### src/rtl/rf_wb_arbiter.sv
// Register-file write-port arbiter: the pipeline WB port has priority and divider
// results wait in a small FIFO. Pipeline writes kill older buffered writes (WAW), and a starvation counter requests a bubble.
module rf_wb_arbiter #(
   parameter int DEPTH      = 2,
   parameter int STARVE_MAX = 8
) (
   input  logic        clk,
   input  logic        resetn,
   input  logic        wb_we,
   input  logic [4:0]  wb_waddr,
   input  logic [31:0] wb_wdata,
   input  logic        div_valid,
   input  logic [4:0]  div_waddr,
   input  logic [31:0] div_wdata,
   output logic        div_ready,
   input  logic [4:0]  raddr1,
   input  logic [4:0]  raddr2,
   output logic        stall_req,
   output logic        wb_hold_req,
   output logic        rf_we,
   output logic [4:0]  rf_waddr,
   output logic [31:0] rf_wdata
);
   localparam int PW = (DEPTH > 1) ? $clog2(DEPTH) : 1;
   localparam int CW = $clog2(DEPTH + 1);
   localparam int SW = $clog2(STARVE_MAX + 1);
   localparam logic [CW-1:0] DEPTH_C  = CW'(DEPTH);
   localparam logic [SW-1:0] STARVE_C = SW'(STARVE_MAX);

   typedef struct packed {
      logic        valid;
      logic        killed;
      logic [4:0]  waddr;
      logic [31:0] wdata;
   } ent_t;

   ent_t          fifo [DEPTH];
   ent_t          head;
   logic [PW-1:0] rd_ptr, wr_ptr;
   logic [CW-1:0] count;
   logic [SW-1:0] starve;
   logic          wb_win, push, pop, xfer;

   assign div_ready   = (count < DEPTH_C);
   assign xfer        = div_valid && div_ready;
   // Writes to r0 are accepted so the divider is never blocked, then dropped.
   assign push        = xfer && (div_waddr != 5'd0);
   assign wb_win      = wb_we && (wb_waddr != 5'd0);
   assign pop         = !wb_win && (count != '0);
   assign head        = fifo[rd_ptr];
   assign wb_hold_req = (starve == STARVE_C);

   always_comb begin
      rf_we    = 1'b0;
      rf_waddr = 5'd0;
      rf_wdata = 32'd0;
      if (wb_win) begin
         rf_we    = 1'b1;
         rf_waddr = wb_waddr;
         rf_wdata = wb_wdata;
      end else if (pop) begin
         rf_we    = !head.killed;
         rf_waddr = head.waddr;
         rf_wdata = head.wdata;
      end
   end

   always_comb begin
      stall_req = 1'b0;
      for (int i = 0; i < DEPTH; i++) begin
         if (fifo[i].valid && !fifo[i].killed &&
             (((raddr1 != 5'd0) && (fifo[i].waddr == raddr1)) ||
              ((raddr2 != 5'd0) && (fifo[i].waddr == raddr2))))
            stall_req = 1'b1;
      end
   end

   always_ff @(posedge clk or negedge resetn) begin
      if (!resetn) begin
         for (int i = 0; i < DEPTH; i++) fifo[i] <= '0;
         rd_ptr <= '0;
         wr_ptr <= '0;
         count  <= '0;
         starve <= '0;
      end else begin
         if (wb_win) begin
            for (int i = 0; i < DEPTH; i++)
               if (fifo[i].valid && (fifo[i].waddr == wb_waddr)) fifo[i].killed <= 1'b1;
         end
         if (pop) begin
            fifo[rd_ptr].valid <= 1'b0;
            rd_ptr             <= rd_ptr + 1'b1;
         end
         // Placed last so a same-cycle pipeline write cannot kill the newer divider result.
         if (push) begin
            fifo[wr_ptr] <= '{valid: 1'b1, killed: 1'b0, waddr: div_waddr, wdata: div_wdata};
            wr_ptr       <= wr_ptr + 1'b1;
         end
         case ({push, pop})
            2'b10:   count <= count + 1'b1;
            2'b01:   count <= count - 1'b1;
            default: count <= count;
         endcase
         if (pop || (count == '0))
            starve <= '0;
         else if (wb_win && (starve != STARVE_C))
            starve <= starve + 1'b1;
      end
   end
endmodule

### config.mk
export PLATFORM = sky130hd
export DESIGN_NAME = rf_wb_arbiter
export DESIGN_NICKNAME = d
export VERILOG_FILES = /design/src/rtl/rf_wb_arbiter.sv
export SDC_FILE = /design/constraint.sdc
export NUM_CORES = 1
export LEC_CHECK = 0
export CAP_MARGIN = 10
export CORE_ASPECT_RATIO = 2
export CORE_MARGIN = 3
export CORE_UTILIZATION = 52
export DETAILED_ROUTE_END_ITERATION = 10
export GPL_TIMING_DRIVEN = 0
export PLACE_DENSITY = 0.86
export SLEW_MARGIN = 20
export SYNTH_ARGS = -nofsm -noshare
export SYNTH_HDL_FRONTEND = slang
export SYNTH_SLANG_ARGS = --single-unit
### constraint.sdc
create_clock -name clk -period 5.4 [get_ports clk]
set_input_delay 0.81 -clock clk [delete_from_list [all_inputs] [get_ports clk]]
set_output_delay 0.81 -clock clk [all_outputs]
set_load 0.02 [all_outputs]
# Word-level counts from Yosys, hierarchy flattened
# Index checks and enable logic that the tools add are counted.
[totals] register_bits=86 latchBits=0 ramBits=0 rom_bits=0 inputBits=88 memories=0
[classes] add_sub_neg=5 n_mul=0 n_div=0 order_cmp=5 n_eq_ne=10 n_shift=0 mux=26 bitwise=2 n_reduce_logical=32
[op_table] cell="$bwmux 78" count=2
[op_table] cell="$mux 78" count=2
[op_table] cell="$mux 38" count=3
[op_table] cell="$demux 39 s1" count=2
[op_table] cell="$mux 39" count=2
[op_table] cell="$mux 32" count=2
[op_table] cell="$eq 5x5->1" count=6
[op_table] cell="$reduce_bool 5->1" count=4
[op_table] cell="$logic_and 1x1->1" count=17
[op_table] cell="$mux 5" count=2
[op_table] cell="$mux 1" count=8
[op_table] cell="$mux 4" count=2
[op_table] cell="$reduce_bool 2->1" count=3
[op_table] cell="$add 4x1->4 const B" count=1
[op_table] cell="$eq 4x4->1 const B" count=1
[op_table] cell="$ge 2x2->1 const B" count=2
[op_table] cell="$logic_not 1->1" count=4
[op_table] cell="$lt 2x1->1 const B" count=2
[op_table] cell="$ne 4x4->1 const B" count=1
[op_table] cell="$not 1->2" count=2
[op_table] cell="$pmux 2 s2" count=1
[op_table] cell="$logic_or 1x1->1" count=3
[op_table] cell="$add 1x1->1 const B" count=2
[op_table] cell="$add 2x1->2 const B" count=1
[op_table] cell="5 further kinds" count=5

# Longest topological paths before layout
# Gate-level depths: netlist of the first run.
[logic_depth] word_depth=9 depth_mapped=8 depth_no_buf=8

# Worst setup path after synthesis of the first run
# Ideal clock, no wire load.
[synth_path] path_kind="input -> output" from="in wb_waddr[1]" to="out rf_wdata[11]" t_arrival_ps=2372 path_slack_ps=2218 cell_stages=4 path_cell_list="or4_1 -> o21a_1 -> clkbuf_1 -> o31ai_1"
[synth_via] elab_chain_cells=6
[synth_lines] element="start: declaration" line="10" rtl="input logic [4:0] wb_waddr,"
[synth_lines] element="$reduce_bool 5->1 (*)" line="48" rtl="assign wb_win = wb_we && (wb_waddr != 5'd0);"
[synth_lines] element="$logic_and 1x1->1 (*)" line="48"
[synth_lines] element="$logic_not 1->1" line="49" rtl="assign pop = !wb_win && (count != '0);"
[synth_lines] element="$logic_and 1x1->1" line="49"
[synth_lines] element="$mux 32" line="61" rtl="end else if (pop) begin"
[synth_lines] element="$mux 32 (*)" line="57" rtl="if (wb_win) begin"
[synth_lines] element="end: declaration" line="22" rtl="output logic [31:0] rf_wdata"
# Every way passes the cells marked *; elsewhere a longest branch is shown, timed or not.

# Worst setup path after layout of the first run
[layout_path] from="in wb_waddr[3]" to="out rf_wdata[7]"
# The elaborated chain is that of the path after synthesis.

==> results of run 1 <==
==> placed cells by master (no fill, tap or decap), drive strengths merged, types with 3 or more instances in the layout <==
cell,count
buf,12
ha,3
clkinv,3
dfrtp,86
mux2i,38
nor4,5
mux2,75
clkdlybuf4s50,127
o21ai,10
clkbuf,26
nand2,41
xor2,23
xnor2,15
nor3,6
inv,7
o31ai,33
or4,3
nor2,9
nand3,3
==> critical path: cells and delay by family <==
kind                   cells  cell delay (ps)
AND/OR/NAND/NOR            2              340
AO/OA/AOI/OAI              2              300
buffers and inverters      4             2150
==> sequential cells by signal, indices dropped and copies added, names as in the netlist <==
name / cells
fifo: 78
starve: 4
count: 2
rd_ptr: 1
wr_ptr: 1
==> per-layer routing <==
metal / vias up / part of all wire [%]
met4: 0 / 5.2
met1: 1794 / 34
met2: 136 / 57
met5: - / 0
met3: 44 / 3.4
li1: 1675 / -
==> stage by stage <==
step | std cells | area (sq um) | power (mW) | hold slack (ps) | utilization, %
5_1_grt | 636 | 6360 | 3.61 | 443 | 73.1
4_1_cts | 635 | 6360 | 3.44 | 422 | 73.0
2_1_floorplan | 390 | 4660 | 2.25 | 464 | -
3_5_place_dp | 619 | 6090 | 2.86 | 485 | 70.0
6_report | 636 | 6360 | 3.43 | 416 | 73.1
3_3_place_gp | 618 | 6070 | 2.79 | 473 | 69.7
==> worst paths after layout <==
check                           cells after the start     endpoint        start  slack (ps)
worst max register to register                      4    starve[3]     count[0]        3500
worst min register to register                      1      fifo[1]      fifo[1]         500
worst min-delay path                                1     fifo[35]       resetn         420
worst max-delay path                                8  rf_wdata[7]  wb_waddr[3]         980
max in group asynchronous                           2     fifo[17]       resetn        4370
min in group clk                                    1      fifo[1]      fifo[1]         500
==> cell families (layout without fill, tap and decap cells) <==
family | Yosys count | after routing
muxes | 113 | 113
DFF | 86 | 86
and+or+nand+nor | 68 | 68
AOI/OAI and AO/OA | 51 | 51
xor gates and xnor gates | 38 | 38
buffers and inverters | 31 | 176
adders and majority gates | 3 | 3
other | 0 | 1
==> power by group <==
part	internal [mW]	switching [mW]
clock	0.322	0.239
sequential	0.967	0.259
combinational	0.862	0.780
==> cell type report <==
| cell class | instances | area, sq um |
|---|---|---|
| fillers | 627 | 2340 |
| multi-input cells | 273 | 2340 |
| flip-flops and latches | 86 | 2150 |
| repair buffers | 129 | 1310 |
| clock buffers | 12 | 246 |
| plain buffers | 24 | 140 |
| well taps | 100 | 125 |
| inverters | 7 | 26.3 |
| clock inverters | 4 | 22.5 |
| diodes | 1 | 2.50 |
==> run summary, run 1 <==
Status = finished clean
Clk sink count = 86
Peak VDD IR = 0.000340 V
Port bufs = 128
Detailed Routing Iterations Pass 1 = 4
Worst EP required = 4590 ps
Count of final hold-check violations = 0
Critical path capture point type = output port
Fraction of registers with async set/reset = 100%
CTS tree = built
Cts bufs inserted = 9
Top-count cell post-synth = dfrtp_1
Die area = 10200 sq um
Minimum clock period = 4420 ps
Final period util = 81.9%
Initial antenna violation count = 1
Via count = 3649
Routed WL = 13500 microns
Met1 Use GR = 27.4%
First-pass GRT wire length = 20900 microns
Crit-path cells = clkdlybuf4s50_1, or4_1, o21a_1, clkbuf_1, clkbuf_1, nand2_1, o31ai_1, clkdlybuf4s50_1
Ranking of synthesized cells by area = dfrtp_1 46%, mux2_2 8.9%, mux2i_1 8.2%
Clk_lat worst skew = 340 ps
Area Overhead vs Synth = 36.5%
Max Fclk = 226 MHz
Final max-slew violation count = 0
WL/cell = 21.2 microns
Setup repair bufs after CTS = 0
Pre-CTS setup slack = 997 ps
Syn avg cell area = 12.0 sq um
CP peak stage delay = 670 ps
Initial core utilization = 53.5%
Chip Width = 72.9 microns
Grt met2 use = 51.6%
Post-synthesis simple-gate area fraction = 6.47%
Crit-path max FO = 10
Final Wtd Congestion = 0.959
IO Pins = 129
CP startpoint kind = primary input
Clk Tree Root Cell = clkbuf_16
Maxcap violations = 0
Slew margin rel. = 42.3%
Pin count of the biggest net entering global routing = 54
Sequential fraction of the synthesis area = 46.2%
CP Class = primary input to output port
Most common library cells after synthesis = 86 x dfrtp_1, 40 x nand2_1, 38 x mux2i_1
Hold WC Path Type = primary input to async pin
First DRT Iteration DRCs = 122
Clk slew on worst S/H paths = 60 ps
Largest family of logic cells by synthesized area = multiplexers
Setup_tns = 0 ps
Top-area cell type share of the netlist area = 46.2%
Post-Synthesis Net Count = 481
Pwr/cell area = 539 nW/um^2
Area leader, netlist = dfrtp_1
Final WS setup = 976 ps
Core ar. = 8710 sq um
Routed Antenna Nets = 0
Overflow after GRT = 0
H-tree levels = 3
RSZ-0062 raised after global routing = no
Synth Area in Adders = 0.805%
Nets = 621
GR peak layer = met2
Mapped Area = 4660 sq um
EDFF count, synth = 0
Hold-fix buffers at CTS = 0
Synth Area in XOR/XNOR = 7.14%
Critical Path AT = 3610 ps
DRC = 0
Die Span Y = 140 microns
CP max stage cell = clkdlybuf4s50_1
Number of synthesis warnings = 0
Leakage = 2.72 nW
Mux share of post-synthesis cell area = 27.8%
Post-DP HPWL = 10300 microns
Cells after Synth = 390
#FFs+latches synth = 86
Setup-failing EPs final = 0
Core Rows = 48
Met3 Usage GRT = 4.27%
Vias in the first global route = 4091
Unique cell type count in the Yosys netlist = 35
Worst-Margin Slew = 866 ps
Compound-Gate Fraction of Synth Area = 8.03%
Clock buffer depth = 2
Post-cts sizing count = 0
Clock skew = 5.74 ps
Top_reg_cell synth = dfrtp_1
Gr usage total = 27.7%
Share of cells above drive strength 1 = 16.1%
Vias per cell = 5.74
No activity file was read; power rests on OpenSTA's default activity.
==> run 2, diff against run 1 <==
CORE_UTILIZATION = 44   (was 52)
PLACE_DENSITY = 0.77   (was 0.86)
clock period = 3.65 ns   (was 5.4 ns; I/O delays follow)
==> run 2 against run 1 <==
- clock power increased by 48%
- design area increased by 1.5%
- die area up 17%
- via count fell by 0.47%
- critical path depth is 2 lower
- hold slack lost 240 ps
- final cell count increased by 5.2%
- sequential share of layout area down 0.50 points
- sequential power rose by 46%
- critical endpoint is now rf_waddr[0]
- largest cell class unchanged
- largest power group unchanged
==> run summary, run 2 (synthesized netlist as in run 1, its figures left out) <==
Status = finished clean
Share of cells above drive strength 1 = 17.2%
Nets = 621
Clk Tree Root Cell = clkbuf_16
Chip Width = 78.8 microns
Port bufs = 128
DRC = 0
Initial antenna violation count = 0
Crit path max-delay family = buffers and inverters
Post-DP Area = 6140 sq um
Slew margin rel. = 42.5%
Pwr/cell area = 770 nW/um^2
Gr usage total = 21.9%
Final Wtd Congestion = 0.873
Crit-path cells = clkdlybuf4s50_1, or4_1, o21ai_2, o21ai_2, o21ai_0, clkdlybuf4s50_1
Die Span Y = 152 microns
Clk sink count = 86
Biggest regs = fifo: 78 flops, starve: 4 flops, count: 2 flops
Clock skew = 3.73 ps
Sequential power share = 36.1%
CP peak stage delay = 640 ps
RSZ-0062 raised after global routing = no
Vias in the first global route = 3837
Maxcap violations = 0
P_int = 3.15 mW
H-tree levels = 3
Routed WL = 12900 microns
Vias per cell = 5.43
Minimum clock period = 3500 ps
Peak VDD IR = 0.000481 V
Net Switching = 1.83 mW
CTS tree = built
CP startpoint kind = primary input
Final max-slew violation count = 0
Worst-Margin Slew = 862 ps
Core Rows = 52
Die area = 11900 sq um
Clk slew on worst S/H paths = 60 ps
Pre-CTS setup slack = -254 ps
Pin count of the biggest net entering global routing = 52
Leakage = 3.02 nW
Clock buffer depth = 2
Cts bufs inserted = 9
Routed Antenna Nets = 0
Detailed Routing Iterations Pass 1 = 4
Count of final hold-check violations = 0
Comb pwr share = 47.2%
Fin util = 63.2%
Setup repair bufs after CTS = 0
CP Class = primary input to output port
WP depth = 6
Diode count = 0
IO Pins = 129
Switch share = 36.7%
Clock share of power = 16.7%
Final period util = 95.8%
Setup-failing EPs final = 0
Hold WC Path Type = primary input to async pin
Via count = 3632
Overflow after GRT = 0
Critical path buffers and inverters = 2
Area Overhead vs Synth = 38.6%
Commonest non-fill, non-tap cells in the layout = 94 x clkdlybuf4s50_1, 86 x dfrtp_1, 40 x nand2_1
First-pass GRT wire length = 19600 microns
Critical path capture point type = output port
Post-DP HPWL = 9990 microns
Core ar. = 10200 sq um
Critical Path AT = 2950 ps
Final WS setup = 154 ps
WL/cell = 19.3 microns
Hold WS = 174 ps
Max Fclk = 286 MHz
Number of flip-flops in the largest register = 78
Clk_lat worst skew = 330 ps
Hold-fix buffers at CTS = 0
Worst EP required = 3100 ps
CP max stage cell = clkdlybuf4s50_1
Commonest non-fill, non-tap cell in the layout = clkdlybuf4s50_1
Fin area = 6460 sq um
Reg with most FFs = fifo
Crit-path max FO = 7
Initial core utilization = 45.6%
Reg2reg path depth = 4
First DRT Iteration DRCs = 166
Setup_tns = 0 ps
-- run 2: cell count changes in the layout (fill, tap and decap cells not counted), sizes merged --
cell | before | now
dlygate4sd2 | 0 | 12
clkinv | 3 | 1
clkinvlp | 1 | 0
dlymetal6s2s | 0 | 21
diode | 1 | 0
clkdlybuf4s50 | 127 | 94
clkbuf | 26 | 28
-- run 2: per-layer routing --
layer | vias up | GRT usage (%) | routed length [microns]
li1 | 1672 | - | -
met1 | 1808 | 21.5 | 4440
met2 | 112 | 41.5 | 7420
met3 | 40 | 3.79 | 463
met4 | 0 | 13.2 | 601
met5 | - | 0 | 0
-- run 2: through the flow --
step	cells	power [mW]
2_1_floorplan	390	3.33
3_3_place_gp	653	4.13
3_5_place_dp	654	4.23
4_1_cts	669	5.04
5_1_grt	669	5.26
6_report	669	4.98
-- run 2: area by class of cell --
type	instances	area (sq um)
Inverter	7	26.3
Fill cell	834	3750
Buffer	24	154
Timing Repair Buffer	129	1340
Clock inverter	1	5.00
Multi-Input combinational cell	273	2350
Tap cell	135	169
Sequential cell	86	2150
Clock buffer	14	264
-- run 2: worst paths after layout --
path | from | end | slack, ps
worst min-delay path | resetn | fifo[74] | 170
worst min register to register | fifo[5] | fifo[5] | 490
worst max-delay path | wb_waddr[1] | rf_waddr[0] | 150
max in group asynchronous | resetn | fifo[67] | 2860
min in group clk | fifo[5] | fifo[5] | 490
worst max register to register | count[0] | starve[0] | 1850
-- run 2: power groups by stage --
stage	combinational, mW	sequential (mW)	clock (mW)
floorplan	1.64	1.68	0
global placement	2.36	1.77	0
detailed placement	2.42	1.81	0
CTS	2.40	1.79	0.843
global route	2.52	1.86	0.882
finish	2.35	1.80	0.828
-- run 2: worst register-to-register path: stages, from the launching register on --
cell and delay [ps]:
dfrtp_1 440, nor2_1 170, clkbuf_1 510, clkbuf_1 430, nor3_1 100
-- run 2: timing repair --
action | CTS | global route
endpoints found under the setup margin | 33 | 22
resized for setup | 21 | 22
endpoints found under the hold margin | 0 | 0
